## config.mk

```make
export PLATFORM = sky130hd
export DESIGN_NAME = seg7_digit_receiver
export DESIGN_NICKNAME = d
export VERILOG_FILES = /design/src/rtl/seg7_digit_receiver.sv
export SDC_FILE = /design/constraint.sdc
export NUM_CORES = 1
export LEC_CHECK = 0
export BUFFER_PORTS_ARGS = -buffer_cell sky130_fd_sc_hd__clkbuf_2
export CAP_MARGIN = 20
export CORE_MARGIN = 2
export CORE_UTILIZATION = 60
export CTS_CLUSTER_DIAMETER = 50
export DETAILED_ROUTE_END_ITERATION = 8
export PLACE_DENSITY = 0.84
export SYNTH_ARGS = -nofsm -noshare
export SYNTH_HDL_FRONTEND = slang
export SYNTH_SLANG_ARGS = --single-unit
```

## constraint.sdc

```tcl
create_clock -name clk -period 4.4 [get_ports clk]
set_input_delay 0.44 -clock clk [delete_from_list [all_inputs] [get_ports clk]]
set_output_delay 0.44 -clock clk [all_outputs]
set_load 0.02 [all_outputs]
```

## src/rtl/seg7_digit_receiver.sv

```systemverilog
`default_nettype none
// ============================================================================
// Module      : seg7_digit_receiver
// Description : Receive end of a 7-segment digit link. Synchronizes and
//               deglitches an asynchronous segment pattern, decodes it to BCD,
//               checks that digits step 0..9 with wrap-around, and measures
//               clocks between in-sequence digit steps.
// Config macro: SEG7RX_PERIOD_EN - when defined, the period counter and the
//               period/period_valid outputs are built; otherwise both are 0.
// Ports       : clk          system clock
//               reset        asynchronous active-high reset
//               seg_in[6:0]  segments a..g = bit0..bit6, async to clk
//               clear        sync: clear err_count, force SEEK
//               digit[3:0]   last accepted valid BCD digit
//               digit_valid  strobe: new valid digit accepted
//               pat_err      strobe: accepted pattern not decodable
//               seq_err      strobe: valid digit out of sequence
//               err_count    saturating error event count
//               period       clocks between last two in-sequence digits
//               period_valid strobe: period updated
//               locked       FSM in LOCKED
// Revision    : 1.0 - initial release
// ============================================================================
module seg7_digit_receiver #(
  parameter int STABLE_CYCLES = 4,
  parameter int PERIOD_W      = 24
) (
  input  logic                clk,
  input  logic                reset,
  input  logic [6:0]          seg_in,
  input  logic                clear,
  output logic [3:0]          digit,
  output logic                digit_valid,
  output logic                pat_err,
  output logic                seq_err,
  output logic [7:0]          err_count,
  output logic [PERIOD_W-1:0] period,
  output logic                period_valid,
  output logic                locked
);

  localparam logic [7:0] C_STABLE = 8'(STABLE_CYCLES);
  localparam logic [0:0] S_SEEK   = 1'b0;
  localparam logic [0:0] S_LOCKED = 1'b1;

  logic [6:0] r_sync1, r_sync2, r_cand, r_acc;
  logic [7:0] r_stab;
  logic [0:0] r_state, w_state_nxt;
  logic [7:0] w_stab_nxt;
  logic       w_accept;
  logic       w_dec_ok;
  logic [3:0] w_dec_digit;
  logic [3:0] w_exp;
  logic       w_dv, w_pe, w_se;
`ifdef SEG7RX_PERIOD_EN
  logic                w_pv_hit;
  logic                w_restart;
  logic [PERIOD_W-1:0] r_pcnt;
  logic [PERIOD_W-1:0] w_pcnt_inc;
`endif

  // Filter: the count runs on the synced value vs. its previous sample, and
  // acceptance fires on the cycle the count arrives at STABLE_CYCLES, so the
  // strobe registers 2+STABLE_CYCLES clocks after the input settles.
  always_comb begin
    if (r_sync2 != r_cand)
      w_stab_nxt = 8'd1;
    else if (r_stab == C_STABLE)
      w_stab_nxt = r_stab;
    else
      w_stab_nxt = r_stab + 8'd1;
  end

  assign w_accept = (w_stab_nxt == C_STABLE) && (r_sync2 != r_acc);

  always_comb begin
    w_dec_ok    = 1'b1;
    w_dec_digit = 4'd0;
    case (r_sync2)
      7'h3F: w_dec_digit = 4'd0;
      7'h06: w_dec_digit = 4'd1;
      7'h5B: w_dec_digit = 4'd2;
      7'h4F: w_dec_digit = 4'd3;
      7'h66: w_dec_digit = 4'd4;
      7'h6D: w_dec_digit = 4'd5;
      7'h7D: w_dec_digit = 4'd6;
      7'h07: w_dec_digit = 4'd7;
      7'h7F: w_dec_digit = 4'd8;
      7'h6F: w_dec_digit = 4'd9;
      default: w_dec_ok = 1'b0;
    endcase
  end

  assign w_exp = (digit == 4'd9) ? 4'd0 : digit + 4'd1;

  // Input synchronizer, filter and last-accepted pattern
  always_ff @(posedge clk or posedge reset) begin
    if (reset) begin
      r_sync1 <= '0;
      r_sync2 <= '0;
      r_cand  <= '0;
      r_stab  <= '0;
      r_acc   <= '0;
    end else begin
      r_sync1 <= seg_in;
      r_sync2 <= r_sync1;
      r_cand  <= r_sync2;
      r_stab  <= w_stab_nxt;
      // On clear the acceptance is dropped but the pattern is still marked
      // as seen, so it is not re-accepted once clear drops.
      if (clear || w_accept)
        r_acc <= r_sync2;
    end
  end

  // FSM: state register
  always_ff @(posedge clk or posedge reset) begin
    if (reset)
      r_state <= S_SEEK;
    else
      r_state <= w_state_nxt;
  end

  // FSM: next state
  always_comb begin
    w_state_nxt = r_state;
    if (clear)
      w_state_nxt = S_SEEK;
    else if (w_accept)
      w_state_nxt = w_dec_ok ? S_LOCKED : S_SEEK;
  end

  // FSM: output decisions
  always_comb begin
    w_dv = 1'b0;
    w_pe = 1'b0;
    w_se = 1'b0;
`ifdef SEG7RX_PERIOD_EN
    w_pv_hit  = 1'b0;
    w_restart = clear | w_accept;
`endif
    if (!clear && w_accept) begin
      if (!w_dec_ok) begin
        w_pe = 1'b1;
      end else begin
        w_dv = 1'b1;
        if (r_state == S_LOCKED) begin
          if (w_dec_digit == w_exp) begin
`ifdef SEG7RX_PERIOD_EN
            w_pv_hit = 1'b1;
`endif
          end else begin
            w_se = 1'b1;
          end
        end
      end
    end
  end

  assign locked = (r_state == S_LOCKED);

  always_ff @(posedge clk or posedge reset) begin
    if (reset) begin
      digit       <= '0;
      digit_valid <= 1'b0;
      pat_err     <= 1'b0;
      seq_err     <= 1'b0;
      err_count   <= '0;
    end else begin
      digit_valid <= w_dv;
      pat_err     <= w_pe;
      seq_err     <= w_se;
      if (w_dv)
        digit <= w_dec_digit;
      if (clear)
        err_count <= '0;
      else if ((w_pe || w_se) && (err_count != 8'hFF))
        err_count <= err_count + 8'd1;
    end
  end

`ifdef SEG7RX_PERIOD_EN
  // Reported period is the count including the accepting clock, so steps
  // N clocks apart report N; the counter sticks at all-ones.
  assign w_pcnt_inc = (&r_pcnt) ? r_pcnt : r_pcnt + 1'b1;

  always_ff @(posedge clk or posedge reset) begin
    if (reset) begin
      r_pcnt       <= '0;
      period       <= '0;
      period_valid <= 1'b0;
    end else begin
      period_valid <= w_pv_hit;
      if (w_pv_hit)
        period <= w_pcnt_inc;
      if (w_restart)
        r_pcnt <= '0;
      else if (r_state == S_LOCKED)
        r_pcnt <= w_pcnt_inc;
    end
  end
`else
  assign period       = '0;
  assign period_valid = 1'b0;
`endif

endmodule
`default_nettype wire

```

==> results.txt <==
----------------------------------------------------
[Power]
  Sequential Power Share ... 56.3%
  Pwr Density ... 307 mW/mm2
  Overall power ... 0.909 mW
  Switching component of the power ... 0.221 mW
  Gate power share ... 8.1%
  Maximum ir drop on the vdd rail ... about 0.00032 V
  Cell Int Power ... 0.689 mW
  Sw frac ... between 20% and 30%
  Leak ... around 1.3 nW
  Proportion of power drawn by the clock network ... 35.6%

[Run status]
  Status ... completed

[Final layout]
  Layout Utilization ... 67.1%
  Synth-to-layout area growth ... 5.86%
  Fillcell total ... 338
  Share of post-route cells with drive strength above 1 ... 18.1%
  Footprint of the multi-input gates ... 0.00131 mm2
  Antenna diode count ... 0
  Number of cells in the finished layout apart from fillers ... 345
  Post-layout instance area ... about 0.003 mm2
  Final-stage net count ... 305
  Register area ... approximately 0.0013 mm2

[Route]
  Remaining DRCs ... 0
  Total wirelength of the detailed-routed design ... 4620 um
  Antenna-violating nets left ... 0
  Post-detailed-route wirelength per cell ... 13.4 um
  Via total after detailed routing ... roughly 1,900
  Number of violations reported at the end of detailed-routing iteration 0 ... 109
  DR vias/cell ... 5.58
  Drt pass-1 iters ... 4

[Setup path]
  CP dominant cell by count ... nor4_2
  Critical path data arrival time ... 3.08 ns
  Endpoint required time on the critical path ... 4.59 ns
  Maximum fanout along the worst path ... 12
  Critical path class ... reg -> reg
  Slowest stage cell on the critical path ... dfrtp_1
  Crit end category ... register
  Startpoint kind of the worst setup timing path ... register
  Top delay family on crit path ... simple AND/OR/NAND/NOR gates
  Buffers & Inverters on Critical Path ... 0
  Series of cell instances along the critical path ... xor2_1 > nor4_2 > nand4_2 > nor4_2 > nand2b_1 > nor2b_1 > mux2_1
  Crit-path max cell delay ... approximately 0.52 ns

[STA]
  Clock tree skew after final layout ... 0.00678 ns
  Post-route fraction of the period consumed by the critical path ... between 60% and 70%
  Hold Slack ... 0.0657 ns
  Worst slew pin tran ... 0.768 ns
  Unrepaired setup endpoints after global routing ... false
  Max-slew violations ... 0
  Setup_tns ... 0 ns
  Remaining max-slew budget at the tightest pin ... 48.6%
  Highest achievable clock rate ... between 300 and 400 MHz
  Final worst path period need ... 2.89 ns
  Final hold violations ... 0
  Setup violators final ... 0
  Worst Setup Slack, final ... 1.51 ns

[Floorplanning]
  Die span in y ... 72.3 um
  Starting utilization of the core area ... a little under two thirds
  Num ports ... a little over 50
  Die area ... between 0.005 and 0.006 mm2
  Num rows ... 24
  Horizontal die dimension ... between 70 and 80 um
  Core region area ... 0.00441 mm2

[Synthesis]
  Biggest area consumer among synthesized cells ... dfrtp_1
  Dominant synthesized flop cell ... dfrtp_1
  Synth cell types ... 54
  Number of enable-type register cells in the synthesized netlist ... 0
  Synthesized area per cell ... 10.4 um2
  Synth top area cells ... dfrtp_1, buf_4, xnor2_1
  Portion of synthesized cell area occupied by the leading cell type ... 46.5%
  Share of flip-flops with an asynchronous set or reset after synthesis ... 100%
  Synth warn ... 0
  FF+latch count, synth ... 52
  Sequential fraction of the synthesis area ... 46.5%
  Netlist Area Pre-Place ... 0.00280 mm2
  Mapped Cells ... 270

[Global route]
  Number of antenna violations at the first check in global routing ... 0
  Maximum number of pins on one net before global-route repair ... 53
  Number of global-route vias before repair ... 1,769
  Overall fraction of global-route tracks in use ... between 10% and 20%
  Global-route wire length before repair ... 7890 um
  Grt total ovfl ... 0

[Clocking]
  Resized Gates After CTS ... 0
  Number of buffers inserted by hold repair at cts ... 0
  CTS tree ... done
  Clock transition at path regs ... 0.09 ns
  Number of buffers between clock root and the deepest sink ... 2
  Htree depth ... 2
  TritonCTS Buffers ... 5
  CTS root buffer ... clkbuf_8
  Clock latency at the later pin of the worst-skew pair ... 0.31 ns
  Post CTS Setup Buffer Count ... 0
  TritonCTS Sinks ... 52

[Placement]
  Instance area at placement ... roughly 0.0028 mm2
  Place WS ... 1.48 ns
  Number of I/O port buffers ... 25
  Post-DP HPWL ... 3430 um
  Placer congestion estimate ... between 0.8 and 0.9
  Placed Cells incl. Taps ... 336

[Job]
  Count of maximum capacitance violations ... 0

[Worst hold path]
  Hold crit path type ... in -> async

----------------------------------------------------
-- power groups by stage --
stage	Clock, mW	Sequential [mW]	Combinational (mW)
final	0.324	0.512	0.0741
after global routing	0.349	0.515	0.0825
after CTS	0.331	0.512	0.0728
after detailed placement	0	0.521	0.0726
after global placement	0	0.520	0.0714
after floorplan	0	0.510	0.0876
-- metal layers --
metal  up-vias  global-route usage, %  part of all wire [%]
li1        929                      -                     -
met1       936                   26.0                    44
met2        52                   32.3                    50
met3         7                   3.33                   4.8
met4         0                   7.13                   1.4
met5         -                      0                     0
-- cells in the final DEF, fill, tap and decap left out, types with 7 or more instances in the layout --
cell	count
nand3_1	14
nor2b_1	7
conb_1	25
dfrtp_1	52
clkbuf_2	25
xnor2_1	11
nand2_1	15
nor2_1	22
o21ai_0	8
xor2_1	11
mux2_2	8
-- synthesized netlist by cell type (2+ instances only) --
library cell	number
dfrtp_1	52
buf_4	25
nor2_1	22
nand2_1	15
nand3_1	14
xnor2_1	11
xor2_1	11
mux2_2	8
o21ai_0	8
inv_1	7
nor2b_1	7
a21oi_1	6
buf_2	6
nand2b_1	6
nor4_1	5
mux2i_1	4
or3_1	4
and3_1	3
ha_1	3
mux2_1	3
nor3b_1	3
nor4b_1	3
o22ai_1	3
a21o_1	2
buf_6	2
clkbuf_1	2
nand4_1	2
nand4b_1	2
nor3_1	2
nor4_2	2
nor4bb_1	2
or2_2	2
or4_1	2
-- cells by family after synthesis --
group	after synthesis	share of synthesized area, %
AOI/OAI and AO/OA	28	6.67
xor gates and xnor gates	23	7.70
adders and majority gates	3	1.34
buffers and inverters	42	9.80
DFF	52	46.5
muxes	15	5.86
other	1	0.134
and+or+nand+nor	106	22.0
-- cell type report --
cell class,instances,area share (%)
clock buffer,5,2.32
clock inverter,3,1.44
inverter,7,0.888
multi-input combinational,200,44.3
sequential,52,44.0
tap,52,2.20
timing repair buffer,26,4.90
-- final timing paths --
check / from / end / slack, ns / cells after the start
max: r_sync2[5]$_DFF_PP0_ / digit[3]$_DFFE_PP0P_ / 1.51 / 7
min: reset / r_sync2[6]$_DFF_PP0_ / 0.07 / 2
max reg2reg: r_sync2[5]$_DFF_PP0_ / digit[3]$_DFFE_PP0P_ / 1.51 / 7
min reg2reg: r_sync1[1]$_DFF_PP0_ / r_sync2[1]$_DFF_PP0_ / 0.36 / 0
max in group asynchronous: reset / r_stab[3]$_DFF_PP0_ / 3.84 / 3
min in group clk: seg_in[0] / r_sync1[0]$_DFF_PP0_ / 0.24 / 1
-- state kept, by name (all words and copies together), names as in the netlist --
signal       count
r_cand           7
r_acc            7
seq_err          1
locked           1
r_stab           8
pat_err          1
err_count        8
r_sync1          7
digit_valid      1
r_sync2          7
digit            4
Power figures use the tool's default switching activity.
